`src/rtl/decode_issue_unit.sv`:
```
// Dual-issue decode stage: decodes an instruction pair, splits on intra-pair hazards and parks work in a pending register.
// Optional macro ILLEGAL_TRAP_EN adds a registered illegal_instr pulse for ops 9-15.
module decode_issue_unit #(
    parameter int DATA_W  = 16,
    parameter int INSTR_W = 16
) (
    input  logic               clk,
    input  logic               reset_n,
    input  logic [INSTR_W-1:0] instr1,
    input  logic [INSTR_W-1:0] instr2,
    input  logic               is_branch_taken,
    input  logic               issue_stall,
    output logic               fetch_stall,
    output logic               s0_valid,
    output logic               s1_valid,
    output logic [3:0]         s0_op,
    output logic [3:0]         s1_op,
    output logic [2:0]         s0_dst,
    output logic [2:0]         s1_dst,
    output logic [2:0]         s0_src1,
    output logic [2:0]         s1_src1,
    output logic [2:0]         s0_src2,
    output logic [2:0]         s1_src2,
    output logic [DATA_W-1:0]  s0_imm,
    output logic [DATA_W-1:0]  s1_imm,
    output logic               s0_reg_write,
    output logic               s1_reg_write,
    output logic               s0_mem_read,
    output logic               s1_mem_read,
    output logic               s0_mem_write,
    output logic               s1_mem_write,
    output logic               s0_is_branch,
    output logic               s1_is_branch,
`ifdef ILLEGAL_TRAP_EN
    output logic               illegal_instr,
`endif
    output logic [1:0]         dbg_state
);

    typedef enum logic [1:0] {
        ST_RUN   = 2'd0,
        ST_SPLIT = 2'd1,
        ST_HOLD  = 2'd2
    } state_t;

    typedef struct packed {
        logic              valid;
        logic [3:0]        op;
        logic [2:0]        dst;
        logic [2:0]        src1;
        logic [2:0]        src2;
        logic [DATA_W-1:0] imm;
        logic              reg_write;
        logic              mem_read;
        logic              mem_write;
        logic              is_branch;
    } dec_t;

    // Unused source fields decode to 0 and r0 never writes, so hazard compares need no use-masks.
    function automatic dec_t decode(input logic [INSTR_W-1:0] ins);
        dec_t d;
        d     = '0;
        d.imm = {{(DATA_W-6){ins[5]}}, ins[5:0]};
        case (ins[15:12])
            4'd1, 4'd2, 4'd3, 4'd4: begin
                d.src1 = ins[8:6];
                d.src2 = ins[5:3];
            end
            4'd5, 4'd6: d.src1 = ins[8:6];
            4'd7: begin
                d.src1 = ins[8:6];
                d.src2 = ins[11:9];
            end
            4'd8: begin
                d.src1 = ins[11:9];
                d.src2 = ins[8:6];
            end
            default: ;
        endcase
        if (ins[15:12] >= 4'd1 && ins[15:12] <= 4'd8) begin
            d.valid = 1'b1;
            d.op    = ins[15:12];
        end
        if (ins[15:12] >= 4'd1 && ins[15:12] <= 4'd6) begin
            d.dst       = ins[11:9];
            d.reg_write = (ins[11:9] != 3'd0);
        end
        d.mem_read  = (ins[15:12] == 4'd6);
        d.mem_write = (ins[15:12] == 4'd7);
        d.is_branch = (ins[15:12] == 4'd8);
        return d;
    endfunction

    state_t             state_q;
    logic [INSTR_W-1:0] pend1_q, pend2_q;
    dec_t               s0_q, s1_q;
    logic [INSTR_W-1:0] cur1, cur2;
    dec_t               d1, d2;
    logic               split;
`ifdef ILLEGAL_TRAP_EN
    logic               illegal_q;
`endif

    // A lone split remainder sits in pend1 with pend2 as NOP, so it flows through the same pair path.
    assign cur1 = (state_q != ST_RUN) ? pend1_q : instr1;
    assign cur2 = (state_q != ST_RUN) ? pend2_q : instr2;
    assign d1   = decode(cur1);
    assign d2   = decode(cur2);

    assign split = d1.valid && d2.valid &&
                   ((d1.reg_write && (d1.dst == d2.src1 || d1.dst == d2.src2)) ||
                    (d1.reg_write && d2.reg_write && d1.dst == d2.dst) ||
                    ((d1.mem_read || d1.mem_write) && (d2.mem_read || d2.mem_write)) ||
                    d1.is_branch);

    assign fetch_stall = !is_branch_taken && (issue_stall || split);

    always_ff @(posedge clk or negedge reset_n) begin
        if (!reset_n) begin
            state_q   <= ST_RUN;
            pend1_q   <= '0;
            pend2_q   <= '0;
            s0_q      <= '0;
            s1_q      <= '0;
`ifdef ILLEGAL_TRAP_EN
            illegal_q <= 1'b0;
`endif
        end else if (is_branch_taken) begin
            state_q    <= ST_RUN;
            pend1_q    <= '0;
            pend2_q    <= '0;
            s0_q.valid <= 1'b0;
            s1_q.valid <= 1'b0;
`ifdef ILLEGAL_TRAP_EN
            illegal_q  <= 1'b0;
`endif
        end else if (issue_stall) begin
            if (state_q == ST_RUN && (instr1 | instr2) != '0) begin
                pend1_q <= instr1;
                pend2_q <= instr2;
                state_q <= ST_HOLD;
            end
`ifdef ILLEGAL_TRAP_EN
            illegal_q <= 1'b0;
`endif
        end else if (split) begin
            s0_q      <= d1;
            s1_q      <= '0;
            pend1_q   <= cur2;
            pend2_q   <= '0;
            state_q   <= ST_SPLIT;
`ifdef ILLEGAL_TRAP_EN
            illegal_q <= 1'b0;
`endif
        end else begin
            s0_q      <= d1;
            s1_q      <= d2;
            pend1_q   <= '0;
            pend2_q   <= '0;
            state_q   <= ST_RUN;
`ifdef ILLEGAL_TRAP_EN
            illegal_q <= (cur1[15:12] >= 4'd9) || (cur2[15:12] >= 4'd9);
`endif
        end
    end

`ifdef ILLEGAL_TRAP_EN
    assign illegal_instr = illegal_q;
`endif
    assign dbg_state    = state_q;
    assign s0_valid     = s0_q.valid;
    assign s1_valid     = s1_q.valid;
    assign s0_op        = s0_q.op;
    assign s1_op        = s1_q.op;
    assign s0_dst       = s0_q.dst;
    assign s1_dst       = s1_q.dst;
    assign s0_src1      = s0_q.src1;
    assign s1_src1      = s1_q.src1;
    assign s0_src2      = s0_q.src2;
    assign s1_src2      = s1_q.src2;
    assign s0_imm       = s0_q.imm;
    assign s1_imm       = s1_q.imm;
    assign s0_reg_write = s0_q.reg_write;
    assign s1_reg_write = s1_q.reg_write;
    assign s0_mem_read  = s0_q.mem_read;
    assign s1_mem_read  = s1_q.mem_read;
    assign s0_mem_write = s0_q.mem_write;
    assign s1_mem_write = s1_q.mem_write;
    assign s0_is_branch = s0_q.is_branch;
    assign s1_is_branch = s1_q.is_branch;

endmodule

```
`config.mk`:
```
export PLATFORM = sky130hd
export DESIGN_NAME = decode_issue_unit
export DESIGN_NICKNAME = d
export VERILOG_FILES = /design/src/rtl/decode_issue_unit.sv
export SDC_FILE = /design/constraint.sdc
export NUM_CORES = 1
export LEC_CHECK = 0
export BUFFER_PORTS_ARGS = -buffer_cell sky130_fd_sc_hd__buf_2
export CAP_MARGIN = 20
export CORE_MARGIN = 8
export CORE_UTILIZATION = 55
export CTS_CLUSTER_SIZE = 25
export DETAILED_ROUTE_END_ITERATION = 16
export MAX_ROUTING_LAYER = met4
export PLACE_DENSITY = 0.81
export SETUP_SLACK_MARGIN = 0.05
export SYNTH_ARGS = -nofsm -noshare
export SYNTH_HDL_FRONTEND = slang
export SYNTH_SLANG_ARGS = --single-unit
```
`constraint.sdc`:
```
create_clock -name clk -period 4.9 [get_ports clk]
set_input_delay 0.49 -clock clk [delete_from_list [all_inputs] [get_ports clk]]
set_output_delay 0.49 -clock clk [all_outputs]
set_load 0.005 [all_outputs]
```
==> flow_summary.toml <==
[logic_synthesis]
synth.most_common_cell = "dfrtp_1"
netlist_top_cells_area = "dfrtp_1 44%, nand2_1 5.7%, nor2_1 4.4%"
yosysWarnings = 0
syn_avg_cell_area_um2 = 9.368
synth-edff-count = 0
netlist_area_um2 = 4674
yosysTopAreaCell = "dfrtp_1"
synth_common_cells = "82 x dfrtp_1, 71 x nand2_1, 55 x nor2_1, 22 x a22o_1, 22 x o21ai_0"
synthArstFlopShare_pct = 100.0
yosysTopAreaCellShare_pct = 43.90
synth_nets = 535
synth_cells = 499
ys_seq_area_share_pct = 43.90
synth_cell_types = 60
synth-seq-cells = 82
ys.flop_type = "dfrtp_1"

[global_routing]
grt_pass1_wl_mm = 21.74
grt_util_all_layers_pct = 24.09
grt-ovfl-total = 0
grt_max_degree = 83
antenna_found_initial = 0
grt_pass1_vias = 4151

[routing]
drc = 0
vias = 4300
viasPerCell = 6.333
routed_wl_mm = 13.82
drt_first_pass_iters = 8
wl_per_cell_um = 20.35
drt_iter0_drc = 407
ant_nets = 0

[worst_setup_path]
reg2regPathDepth = 11
cp.required_ps = 4410
reg2reg_slack_ps = 920
r2r-end = "pend1_q[11]"
cp-startpoint = "dbg_state[1]"
crit_type = "register to primary output"
worstPathMaxFanout = 33
end_kind = "primary output"
cp.arrival_ps = 3900
r2r_start = "dbg_state[1]"
startpoint_type = "register"

[floorplan]
fp-row-count = 33
io_pins = 107
die-area_um2 = 11710
core_um2 = 8217
fp.dieW_um = 108.2
initial_core_util_pct = 56.89
die_height_um = 108.2

[sta]
timing.final.crit_period_ps = 4395
maxSlewHeadroom_pct = 27.28
hold_viol = 0
max_freq_mhz = 227.5
worst_slew_pin_slew_ps = 1091
period_share_pct = 89.69
finalSetupTns_ps = 0
rsz0062_at_grt = "no"
setup_viol = 0
maxSlewViolCount = 0
fin_skew_ps = 11.67
finalWorstSetupSlack_ps = 505.1

[placed_design]
pre_cts_slack_ps = 954.2
place_hpwl_mm = 9.983
gp_congestion = 0.9003
post_dp_cell_area_um2 = 5064
io_buffers = 106

[power]
power_leakage_uw = 0.002507
p_per_area_nw_per_um2 = 336.5
power_uw = 1787
ir_worst_vdd_uv = 192.1

[min_path]
hold_end = "pend2_q[1]"
worstHoldStart = "instr2[1]"
hold_class = "primary input to register"
hold_depth = 3

[cts]
cts.sinks = 82
clockBufferDepth = 2
insertion_delay_ps = 360
cts_tree = "done"
cts-buffers-inserted = 9
root_buffer = "clkbuf_8"
htreeDepth = 3
cts.clk_slew.worst_paths_ps = 80

[cells_and_area]
area_growth_pct = 13.62
drive_gt1_share_pct = 27.35
fillerInstances = 700
finalNetCount = 605
seqCellArea_um2 = 2052
fin_area_um2 = 5311
multiInputGateArea_um2 = 2265
diodes = 0

[flow_run]
max_cap_viol_count = 0

[outcome]
status = "complete, no violations"
==> where the power goes <==
part	internal, uW	switching, uW
combinational	194	283
clock	255	264
sequential	745	46.3
==> cell families after synthesis <==
| group | after synthesis | share of synthesized area (%) |
|---|---|---|
| flip-flops | 82 | 43.90 |
| buffers and inverters | 64 | 8.003 |
| multiplexers | 22 | 4.818 |
| XOR/XNOR | 6 | 1.124 |
| AO/OA/AOI/OAI | 147 | 24.33 |
| AND/OR/NAND/NOR | 178 | 17.83 |
==> worst max-delay path, stage by stage, from the launching register on <==
cell and delay (ps):
dfrtp_1 370, buf_4 210, or2_1 370, buf_4 300, a31oi_1 600, nor3_1 150, a221oi_1 330, xor2_1 140
or4_1 530, a31o_1 260, a21oi_1 150, buf_2 130
==> metal layers <==
| layer | GRT usage [%] | vias up | routed length (um) | share of wire [%] |
|---|---|---|---|---|
| met5 | - | - | 0 | 0 |
| li1 | - | 1955 | - | - |
| met2 | 37.31 | 235 | 6449 | 47 |
| met1 | 30.81 | 2069 | 5749 | 42 |
| met3 | 4.759 | 41 | 1272 | 9.2 |
| met4 | 8.226 | 0 | 344 | 2.5 |
==> per-stage QoR <==
step	hold WS (ps)	utilization, %	std cells
floorplan	194.4	-	499
global placement	454.4	61.63	661
detailed placement	461.0	61.63	661
CTS	348.6	64.18	677
global route	455.7	64.64	679
finish	433.9	64.64	679
==> state kept, by name, indices dropped and copies added, names as in the netlist, 4 cells and up <==
signal,count
pend1_q,16
pend2_q,16
s0_imm,6
s1_imm,6
s0_op,4
s1_op,4
==> layout make-up <==
class	count	share of cell area, %
inverters	8	0.5654
clock inverters	6	1.366
multi-input cells	353	42.64
clock buffers	10	2.591
repair buffers	115	11.73
flip-flops and latches	82	38.63
well taps	105	2.474
==> how the worst max path moves through the flow <==
stage,depth (start not counted),end
after global placement,11,fetch_stall
after floorplan,11,fetch_stall
final,11,fetch_stall
after CTS,11,fetch_stall
after detailed placement,11,fetch_stall
after global routing,11,fetch_stall
==> repair_timing <==
action,in CTS,in global routing
gates resized for setup,0,0
buffers inserted,0,0
hold buffers,0,1
hold endpoints to repair,0,14
==> layout by cell type (no fill, tap or decap), types with 3 or more instances in the layout <==
cell type  instances
o211ai_1           3
and2_1             3
a21boi_0           5
mux2i_1           18
a21oi_1           20
inv_1              8
nor2_1            54
o32ai_2            9
a221oi_1           9
xnor2_1            3
or2_2              4
xor2_1             3
nor4_1             9
a32o_1             7
o22ai_1           12
nor3_1             7
a22o_1            22
buf_2            105
a22oi_1           10
buf_4              8
nor4bb_1           3
a31oi_1            7
mux2_2             4
o21ai_0           22
nand2_1           71
dfrtp_1           82
a222oi_1           4
and3_1             3
nor3b_1            4
clkbuf_8          10
(Power assumes the default switching activity.)
